===== config.mk =====
export PLATFORM = sky130hd
export DESIGN_NAME = csr_serialize_ctrl
export DESIGN_NICKNAME = d
export VERILOG_FILES = /design/src/rtl/risc_pipe_pkg.sv /design/src/rtl/csr_drain_watchdog.sv /design/src/rtl/csr_serialize_ctrl.sv
export SDC_FILE = /design/constraint.sdc
export NUM_CORES = 1
export LEC_CHECK = 0
export ABC_AREA = 1
export CAP_MARGIN = 25
export CORE_MARGIN = 2
export CORE_UTILIZATION = 30
export DETAILED_ROUTE_END_ITERATION = 10
export MAX_ROUTING_LAYER = met4
export PLACE_DENSITY = 0.67
export SYNTH_ARGS = -nofsm -noshare
export SYNTH_HDL_FRONTEND = slang
export SYNTH_HIERARCHICAL = 1
export SYNTH_SLANG_ARGS = --single-unit

===== constraint.sdc =====
create_clock -name clk -period 1.4 [get_ports clk]
set_input_delay 0.14 -clock clk [delete_from_list [all_inputs] [get_ports clk]]
set_output_delay 0.14 -clock clk [all_outputs]
set_load 0.01 [all_outputs]

===== src/rtl/risc_pipe_pkg.sv =====
// Shared pipeline types: memory-op encodings and the CSR serializer state type.
package risc_pipe_pkg;

  localparam int unsigned XLEN_DEFAULT = 32;

  typedef enum logic [3:0] {
    MEM_NOP = 4'd0,
    MEM_LB  = 4'd1,
    MEM_LH  = 4'd2,
    MEM_LW  = 4'd3,
    MEM_LBU = 4'd4,
    MEM_LHU = 4'd5,
    MEM_SB  = 4'd6,
    MEM_SH  = 4'd7,
    MEM_SW  = 4'd8
  } mem_op_e;

  typedef enum logic [1:0] {
    IDLE    = 2'd0,
    DRAIN   = 2'd1,
    ISSUE   = 2'd2,
    RELEASE = 2'd3
  } csr_ser_state_e;

endpackage


===== src/rtl/csr_drain_watchdog.sv =====
// Cycle counter for the DRAIN/ISSUE phases with a sticky timeout flag.
module csr_drain_watchdog #(
  parameter int unsigned TIMEOUT_CYC = 64
) (
  input  logic clk,
  input  logic rst,
  input  logic active_i,
  input  logic exit_i,
  output logic abort_o,
  output logic err_o
);

  localparam int unsigned CW = (TIMEOUT_CYC > 1) ? $clog2(TIMEOUT_CYC) : 1;

  logic [CW-1:0] count_q, count_d;
  logic          err_q, err_d;

  // Abort only when the last allowed cycle would not already leave the wait phase.
  assign abort_o = active_i && (count_q == CW'(TIMEOUT_CYC - 1)) && !exit_i;
  assign err_o   = err_q;

  always_comb begin
    count_d = '0;
    err_d   = err_q | abort_o;
    if (active_i) begin
      count_d = count_q + CW'(1);
    end
  end

  always_ff @(posedge clk) begin
    if (rst) begin
      count_q <= '0;
      err_q   <= 1'b0;
    end else begin
      count_q <= count_d;
      err_q   <= err_d;
    end
  end

endmodule


===== src/rtl/csr_serialize_ctrl.sv =====
// CSR serializer: drains EX..WB, runs the CSR req/ack, releases the op and redirects to pc+4.
// Optional watchdog abort of DRAIN/ISSUE is enabled by defining CSR_WDOG_EN.
module csr_serialize_ctrl
  import risc_pipe_pkg::*;
#(
  parameter int unsigned XLEN        = XLEN_DEFAULT,
  parameter int unsigned TIMEOUT_CYC = 64
) (
  input  logic            clk,
  input  logic            rst,
  input  logic            de_valid,
  input  logic            de_is_csr_op,
  input  logic [XLEN-1:0] de_pc,
  input  logic            ex_is_a_inst,
  input  logic            m1_is_a_inst,
  input  logic            m2_is_a_inst,
  input  logic            wb_is_a_inst,
  input  logic            ext_flush,
  output logic            csr_req,
  input  logic            csr_ack,
  output logic            stall_pc,
  output logic            stall_f2,
  output logic            stall_de,
  output logic            flush_ex,
  output logic            flush_f2,
  output logic            redirect_valid,
  output logic [XLEN-1:0] redirect_pc,
  output logic            busy,
  output logic            timeout_err
);

  csr_ser_state_e  state_q, state_d;
  logic [XLEN-1:0] csr_pc_q, csr_pc_d;
  logic            detect, empty, hold;
  logic            wdog_abort;

  assign detect = de_valid && de_is_csr_op && !ext_flush;
  assign empty  = !(ex_is_a_inst || m1_is_a_inst || m2_is_a_inst || wb_is_a_inst);

`ifdef CSR_WDOG_EN
  logic wdog_active, wdog_exit;
  assign wdog_active = (state_q == DRAIN) || (state_q == ISSUE);
  assign wdog_exit   = ((state_q == DRAIN) && ext_flush) || ((state_q == ISSUE) && csr_ack);

  csr_drain_watchdog #(
    .TIMEOUT_CYC(TIMEOUT_CYC)
  ) u_wdog (
    .clk     (clk),
    .rst     (rst),
    .active_i(wdog_active),
    .exit_i  (wdog_exit),
    .abort_o (wdog_abort),
    .err_o   (timeout_err)
  );
`else
  logic unused_timeout_cfg;
  assign unused_timeout_cfg = ^TIMEOUT_CYC;
  assign wdog_abort         = 1'b0;
  assign timeout_err        = 1'b0;
`endif

  always_comb begin
    state_d        = state_q;
    csr_pc_d       = csr_pc_q;
    hold           = 1'b0;
    csr_req        = 1'b0;
    flush_f2       = 1'b0;
    redirect_valid = 1'b0;
    unique case (state_q)
      IDLE: begin
        if (detect) begin
          hold     = 1'b1;
          csr_pc_d = de_pc;
          state_d  = empty ? ISSUE : DRAIN;
        end
      end
      DRAIN: begin
        if (ext_flush) begin
          state_d = IDLE;
        end else begin
          hold = 1'b1;
          if (wdog_abort)  state_d = IDLE;
          else if (empty)  state_d = ISSUE;
        end
      end
      ISSUE: begin
        hold    = 1'b1;
        csr_req = 1'b1;
        if (csr_ack)         state_d = RELEASE;
        else if (wdog_abort) state_d = IDLE;
      end
      RELEASE: begin
        flush_f2       = 1'b1;
        redirect_valid = 1'b1;
        state_d        = IDLE;
      end
      default: state_d = IDLE;
    endcase
  end

  assign stall_pc    = hold;
  assign stall_f2    = hold;
  assign stall_de    = hold;
  assign flush_ex    = hold;
  assign busy        = (state_q != IDLE);
  assign redirect_pc = csr_pc_q + XLEN'(4);

  always_ff @(posedge clk) begin
    if (rst) begin
      state_q  <= IDLE;
      csr_pc_q <= '0;
    end else begin
      state_q  <= state_d;
      csr_pc_q <= csr_pc_d;
    end
  end

  // Older-instruction redirects cannot arrive once the pipe behind DE is empty.
  a_no_flush_in_issue: assert property (@(posedge clk) disable iff (rst)
    !((state_q == ISSUE) && ext_flush));

endmodule


After elaboration in Yosys (flattened, before gate mapping). Index checks and enable logic that the tools add are counted.

Register bits: 34. Latch bits: 0. Bits in writable memories: 0. Memory bits (read-only): 0. Input bits: 42. Output and inout bits: 41. Memories: 0.

Add/sub/neg operators: 1. Multiply operators: 0. Div/mod/pow operators: 0. $lt $le $gt $ge: 0. Equal/unequal tests: 6. Shifts and indexed selects: 0. Multiplexer cells: 11. Bitwise gates (word level): 0. Reductions and logical operators: 10.

Operators by type and width (number): $add 32x3->32 const B (1); $mux 2 (5); $pmux 2 s4 (1); $eq 2x2->1 const B (2); $mux 1 (4); $ne 2x2->1 const B (2); $logic_or 1x1->1 (3); $ne 3x3->1 const B (1); $pmux 1 s3 (1); $reduce_and 3->1 (1); $eq 2x1->1 const B (1); $logic_and 1x1->1 (2); $logic_not 2->1 (1); $reduce_and 2->1 (1); $reduce_bool 2->1 (1); $logic_not 1->1 (1).

Depth between registers and ports, before layout. Gate-level depths: netlist of run 1.

Depth after elaboration: 6. Gate-level depth with buffers: 8.

Worst setup path after synthesis of run 1. No wires, ideal clock.

Kind: register to output. Start point: register csr_pc_q[2]. End point: output port redirect_pc[16]. Data arrival time: 1.294 ns. Data required time: 1.260 ns. Setup slack: -0.034 ns. Stages on the path, launching flop included: 6. Path buffers: 0. Cell sequence: dfxtp_1 > ha_1 > nand3_1 > nor2_2 > nand3_2 > xnor2_1.

Longest elaborated chain between the ends: 1.

Ends and longest elaborated chain: from (decl) (line csr_serialize_ctrl.sv:33) `logic [XLEN-1:0] csr_pc_q, csr_pc_d;`; from (signal assigned) (line csr_serialize_ctrl.sv:114) `csr_pc_q <= csr_pc_d;`; $add 32x3->32 (line csr_serialize_ctrl.sv:106) `assign redirect_pc = csr_pc_q + XLEN'(4);`; to (decl) (line csr_serialize_ctrl.sv:27) `output logic [XLEN-1:0] redirect_pc,`.

Every way passes these cells.

Worst setup path after layout of run 1.
Start point: register csr_pc_q[10]. End point: output port redirect_pc[28].

Same word-level chain as after synthesis.

==> run metrics, run 1 <==
status finished, violations left; violated checks setup timing; Synth Area in Simple Gates approximately 45%; placed inst area between 3000 and 4000 um2; grt ovf 0; worst r2r src state_q[1]; Async SR Flop Fraction 0%; Synth Area in Compound Gates under 10%; CP Capture Type output port; Synth Flop Type dfxtp_1; register area share after synthesis between 30% and 40%; R2R setup slack around 0.14 ns; Die Y approximately 91 um; Die ar. about 8200 um2; WP data required approximately 1.3 ns; Final min period 1.73 ns; largest net degree at the start of global routing 35; leakage around 2.1 nW; I/O pins 83; largest family of logic cells by synthesized area simple AND/OR/NAND/NOR gates; CTS H-tree depth 2; setup ws final -0.329 ns; utilization after layout around 59%; CTS tree built; number of enable flip-flop cells after synthesis 0; final non-filler cell total 620; number of max-cap violations 0; ratio of cells with drive above 1 in the final layout 46.4%; multiplexer share of the synthesized area 0%; clock root buffer clkbuf_8; HPWL after DPL roughly 5400 um; Clock Pin Slew Worst Setup and Hold Paths approximately 0.070 ns; hold bufs inserted after CTS 0; Final Total Pwr a little under 0.003 W; CTS buffer count 5; # DRC 0; Post-Synth XOR/XNOR Area 5.85%; post-synth top area cell dfxtp_1; Syn Nets 416; Syn Area/Cell 6.02 um2; worst endpoint data arrival time around 1.6 ns; leading cell types by count after synthesis nor2_1 (107), nand2_1 (99), dfxtp_1 (34); maximum clock rate between 500 and 600 MHz; Vias around 2800; pre-CTS setup slack -0.493 ns; unrepaired setup endpoints after global routing true; CTS sink count 34; worst hold endpoint state_q[0]; routability cong. around 0.86; placed cell count roughly 600; initial antenna violation count 0; Mapped Cells around 370; worst r2r path cells 7; Hold Crit Class input port to flip-flop; first-pass GRT wire length between 10000 and 15000 um; Post-Synth Adder-Cell Area less than 1%; drt pass-1 iters 4; hold_sp ext_flush; Total Routing Usage GR about a fifth; clk buf depth 2; total core area approximately 7300 um2; Worst Hold Depth 4; Fin. Hold Viols 0; IO buf count a little over 80; drt total wl slightly above 8000 um; clock latency on the worst-skew pair ~0.3 ns; PwrDens ~700 nW/um2; Tcrit/Tclk final 124%; Max Slew Vio Count 0; Final #Nets between 500 and 600; Synth Register Bits 34; Routed Antenna Nets 0; Cell Area, Synth roughly 2200 um2; synth warn 6; Critical R2R Capture csr_pc_q[20]; top-count cell post-synth nor2_1; Die W between 90 and 100 um; DR WL/cell between 10 and 15 um; Yosys cell types 24; # diodes 0; vias per cell between 4 and 5; post-route cell area around 4300 um2; peak supply drop 0.479 mV; crit-path max FO 4; Crit Path Category flip-flop to output port; number of global-route vias before repair roughly 2800; top post-synthesis cells by area dfxtp_1 (30%), nor2_1 (18%), nand2_1 (17%); Iteration-0 DRC Markers just over 90; Initial Utilization between 30 and 40%; final setup vio count 28; Max Clock Skew roughly 0.0044 ns; crit start category flip-flop; area growth from synthesis to layout 90.2%; placement row count 31; area fraction of the dominant cell type after synthesis a little under a third
[routing by layer]
metal | global-route usage, % | vias up | share of wire [%]
li1 | - | 1443 | -
met1 | 23.4 | 1304 | 41
met2 | 36.6 | 80 | 52
met3 | 3.51 | 15 | 4.8
met4 | 6.92 | 0 | 2.7
met5 | - | - | 0
[worst max-delay path by stage]
| stage | start | slack [ns] | depth (start not counted) | end |
|---|---|---|---|---|
| floorplan | csr_pc_q[3] | 0.01 | 6 | redirect_pc[18] |
| global placement | csr_pc_q[8] | -0.48 | 6 | redirect_pc[11] |
| detailed placement | csr_pc_q[3] | -0.49 | 7 | redirect_pc[18] |
| CTS | csr_pc_q[3] | -0.31 | 8 | redirect_pc[15] |
| global route | csr_pc_q[10] | -0.40 | 9 | redirect_pc[28] |
| finish | csr_pc_q[10] | -0.33 | 9 | redirect_pc[28] |
[area by class of cell]
cell class | count | area [um2]
clock buffers | 7 | 86.3
clock inverters | 1 | 5.00
fillers | 675 | 2980
inverters | 28 | 115
multi-input cells | 295 | 1870
flip-flops and latches | 34 | 763
well taps | 99 | 124
repair buffers | 156 | 1310
[registers in the layout (all words and copies together) (netlist names)]
| signal | cells |
|---|---|
| csr_pc_q | 32 |
| state_q | 2 |
[power breakdown]
| group | switching (W) | internal [W] | leakage (nW) |
|---|---|---|---|
| clock | 0.000385 | 0.000397 | 0.0482 |
| combinational | 0.000451 | 0.000530 | 1.79 |
| sequential | 0.000110 | 0.00105 | 0.295 |
[timing repair]
item	CTS	global route
endpoints found under the hold margin	0	0
setup endpoints to repair	38	40
setup buffers	24	4
pin swaps	58	29
gates resized for setup	290	61
[layout by cell type (no fill, tap or decap), types with 2 or more instances in the layout]
master / count
buf_4: 55
nor2_4: 33
buf_6: 23
nand2_2: 13
xnor2_2: 4
xor2_1: 7
clkdlybuf4s50_1: 42
xor2_2: 2
dfxtp_4: 20
o21ai_0: 26
clkbuf_8: 6
nor2_1: 76
nand2_4: 23
nand2_1: 67
inv_1: 20
clkbuf_2: 3
dfxtp_2: 6
nand3_1: 17
nor2_2: 9
nand3_4: 2
dfxtp_1: 8
o21ai_1: 6
dlygate4sd2_1: 2
buf_2: 27
inv_4: 4
inv_2: 4
[cells by family (layout without fill, tap and decap cells)]
group,count (synthesis),count (layout)
flip-flops,34,34
XOR/XNOR,15,15
AO/OA/AOI/OAI,33,33
adder cells (fa/ha/maj),1,1
buffers and inverters,44,192
other,1,1
AND/OR/NAND/NOR,245,245
[through the flow]
step | setup TNS [ns] | hold slack, ns
6_report | -6.36 | 0.234
5_1_grt | -8.28 | 0.299
4_1_cts | -6.06 | 0.414
3_5_place_dp | -19.09 | 0.495
3_3_place_gp | -18.25 | 0.483
2_1_floorplan | 0 | 0.275
[critical path, stage by stage (launching register included)]
cell,delay [ns]
dfxtp_4,0.39
nand2_4,0.07
nor2_4,0.18
nand2_4,0.09
nor2_4,0.14
buf_6,0.11
nand2_1,0.04
nand2_1,0.06
nand2_1,0.06
buf_2,0.14
Note: power is estimated with default switching activity, not from simulation.
==> inputs of run 2 (changes only) <==
--- a/config.mk
+++ b/config.mk
@@ -8,10 +8,10 @@
 export ABC_AREA = 1
 export CAP_MARGIN = 25
 export CORE_MARGIN = 2
-export CORE_UTILIZATION = 30
+export CORE_UTILIZATION = 45
 export DETAILED_ROUTE_END_ITERATION = 10
 export MAX_ROUTING_LAYER = met4
-export PLACE_DENSITY = 0.67
+export PLACE_DENSITY = 0.9
 export SYNTH_ARGS = -nofsm -noshare
 export SYNTH_HDL_FRONTEND = slang
 export SYNTH_HIERARCHICAL = 1
==> run metrics, run 2 (synthesis results as in run 1) <==
status finished, violations left; violated checks setup timing; number of max-cap violations 0 (unchanged); crit-path cells nand2_1 -> nor2_4 -> nand2_4 -> nor2_4 -> nand3_1 -> nand2_1 -> buf_2; slowest stage cell, crit path dfxtp_4; Metal-1 WL 4120 um (+24%); footprint of the multi-input gates 1870 um2 (+0.27%); clk buf depth 2 (unchanged); ratio of cells with drive above 1 in the final layout 48.3% (+1.8 points); Critical R2R Capture csr_pc_q[10]; Fin. Hold Viols 0 (unchanged); leading cell type in the layout, fill and taps excluded nor2_1; Max Clock Skew 0.0197 ns (+0.0154 ns); Die ar. 5570 um2 (-32%); area growth from synthesis to layout 90.3% (about the same); # DRC 0 (unchanged); hold_sp ext_flush; top flop regs csr_pc_q (32), state_q (2); max reg flops 32 (unchanged); unrepaired setup endpoints after global routing true; I/O pins 83 (unchanged); largest net degree at the start of global routing 35 (unchanged); maximum clock rate 541 MHz (-6.5%); sw frac 36.5% (+4.2 points); CTS tree built; crit-path max FO 4 (unchanged); peak supply drop 0.676 mV (+41%); R2R setup slack -0.16 ns (-0.30 ns); Die W 74.7 um (-18%); Worst Hold Depth 4 (unchanged); Die Y 74.7 um (-18%); Final Total Pwr 0.00313 W (+7.1%); top layer in use met4; leakage 2.14 nW (+0.53%); Psw 0.00114 W (+21%); Routed Antenna Nets 0 (unchanged); Sequential Area 758 um2 (-0.66%); setup ws final -0.450 ns (-0.121 ns); Vias 3579 (+26%); Clock Pin Slew Worst Setup and Hold Paths 0.09 ns (+0.02 ns); worst hold endpoint state_q[0]; final setup vio count 44 (+57%); Biggest register csr_pc_q; Hold Crit Class input port to flip-flop; P_int 0.00199 W (+0.53%); drt total wl 12500 um (+52%); Iteration-0 DRC Markers 530 (+480%); HPWL after DPL 5410 um (-0.55%); DR WL/cell 21.1 um (+59%); final hold slack 0.269 ns (+0.0356 ns); crit start category flip-flop; number of fillers in the final layout 219 (-68%); Initial Utilization 47.3% (+16 points); worst endpoint data arrival time 1.71 ns (+0.12 ns); DR WL met2 5800 um (+36%); Max Slew Vio Count 0 (unchanged); placement row count 25 (-19%); routability cong. 0.892 (+3.9%); Gate power share 35.4% (+1.8 points); # diodes 0 (unchanged); worst r2r path cells 7 (unchanged); most frequent cells in the layout nor2_1 (74), nand2_1 (62), buf_4 (55); vias per cell 6.06 (+32%); Flop pwr share 37.7% (-2.0 points); total core area 4750 um2 (-34%); CTS buffer count 5 (unchanged); worst r2r src state_q[0]; peak per-stage delay on the critical path 0.39 ns (about the same); Final #Nets 566 (+0.53%); CTS sink count 34 (unchanged); IO buf count 81 (unchanged); drt pass-1 iters 10 (+6); Crit Path Category flip-flop to output port; initial antenna violation count 0 (unchanged); grt ovf 0 (unchanged); number of global-route vias before repair 3019 (+7.0%); Tcrit/Tclk final 132% (+8.6 points); PwrDens 732 nW/um2 (+7.0%); clock latency on the worst-skew pair 0.32 ns (+0.02 ns); CP Capture Type output port; Final min period 1.85 ns (+0.121 ns); CTS H-tree depth 2 (unchanged); first-pass GRT wire length 14000 um (+5.4%); Detail Route met3 WL 1350 um (+240%); Total Routing Usage GR 34.4% (+14 points); WP data required 1.26 ns (about the same); Clock Power Share 26.9% (about the same); utilization after layout 89.9% (+31 points); clock root buffer clkbuf_8
[run 2: how the worst max path moves through the flow]
stage / end / slack, ns / start / cells past startpoint
2_1_floorplan: redirect_pc[18] / 0.01 / csr_pc_q[3] / 6
3_3_place_gp: redirect_pc[15] / -0.44 / csr_pc_q[8] / 6
3_5_place_dp: redirect_pc[15] / -0.45 / csr_pc_q[8] / 6
4_1_cts: redirect_pc[20] / -0.29 / csr_pc_q[4] / 8
5_1_grt: redirect_pc[11] / -0.48 / csr_pc_q[3] / 8
6_report: redirect_pc[28] / -0.45 / csr_pc_q[5] / 7
[run 2: worst max-delay path, delay by kind of cell, from the launching register on]
kind | cells | cell delay, ns
buffers and inverters | 1 | 0.14
AND/OR/NAND/NOR | 6 | 0.84
flip-flops | 1 | 0.39
[run 2: layout make-up]
class	count	share of cell area [%]
well taps	67	1.96
multi-input cells	295	43.8
repair buffers	159	31.8
flip-flops and latches	34	17.7
clock buffers	7	2.02
clock inverters	1	0.117
inverters	28	2.57
[run 2: timing repair]
item | 4_1_cts | 5_1_grt
hold buffers | 0 | 0
buffers inserted | 21 | 15
setup endpoints to repair | 38 | 47
resized for setup | 287 | 67
gates cloned | 0 | 0
pin swaps | 59 | 35
hold endpoints to repair | 0 | 0
[run 2: power by group through the flow]
stage          logic, W  clock network [W]  registers, W
3_3_place_gp   0.000905                  0       0.00114
3_5_place_dp   0.000930                  0       0.00114
6_report        0.00111           0.000843       0.00118
2_1_floorplan  0.000420                  0       0.00114
5_1_grt         0.00115           0.000869       0.00118
4_1_cts        0.000897           0.000780       0.00116
[run 2: metal layers]
metal | global-route usage [%] | vias up
li1 | - | 1452
met1 | 36.4 | 1598
met2 | 59.9 | 380
met3 | 5.49 | 149
met4 | 21.4 | 0
met5 | - | -
[run 2: metrics by stage]
step | area [um2] | setup WS (ns) | setup TNS [ns] | instances
final | 4280 | -0.450 | -10.43 | 591
after detailed placement | 3390 | -0.446 | -16.99 | 552
after global placement | 3390 | -0.436 | -16.02 | 552
after CTS | 3970 | -0.290 | -5.22 | 579
after floorplan | 2260 | 0.0149 | 0 | 373
after global routing | 4280 | -0.479 | -11.44 | 591
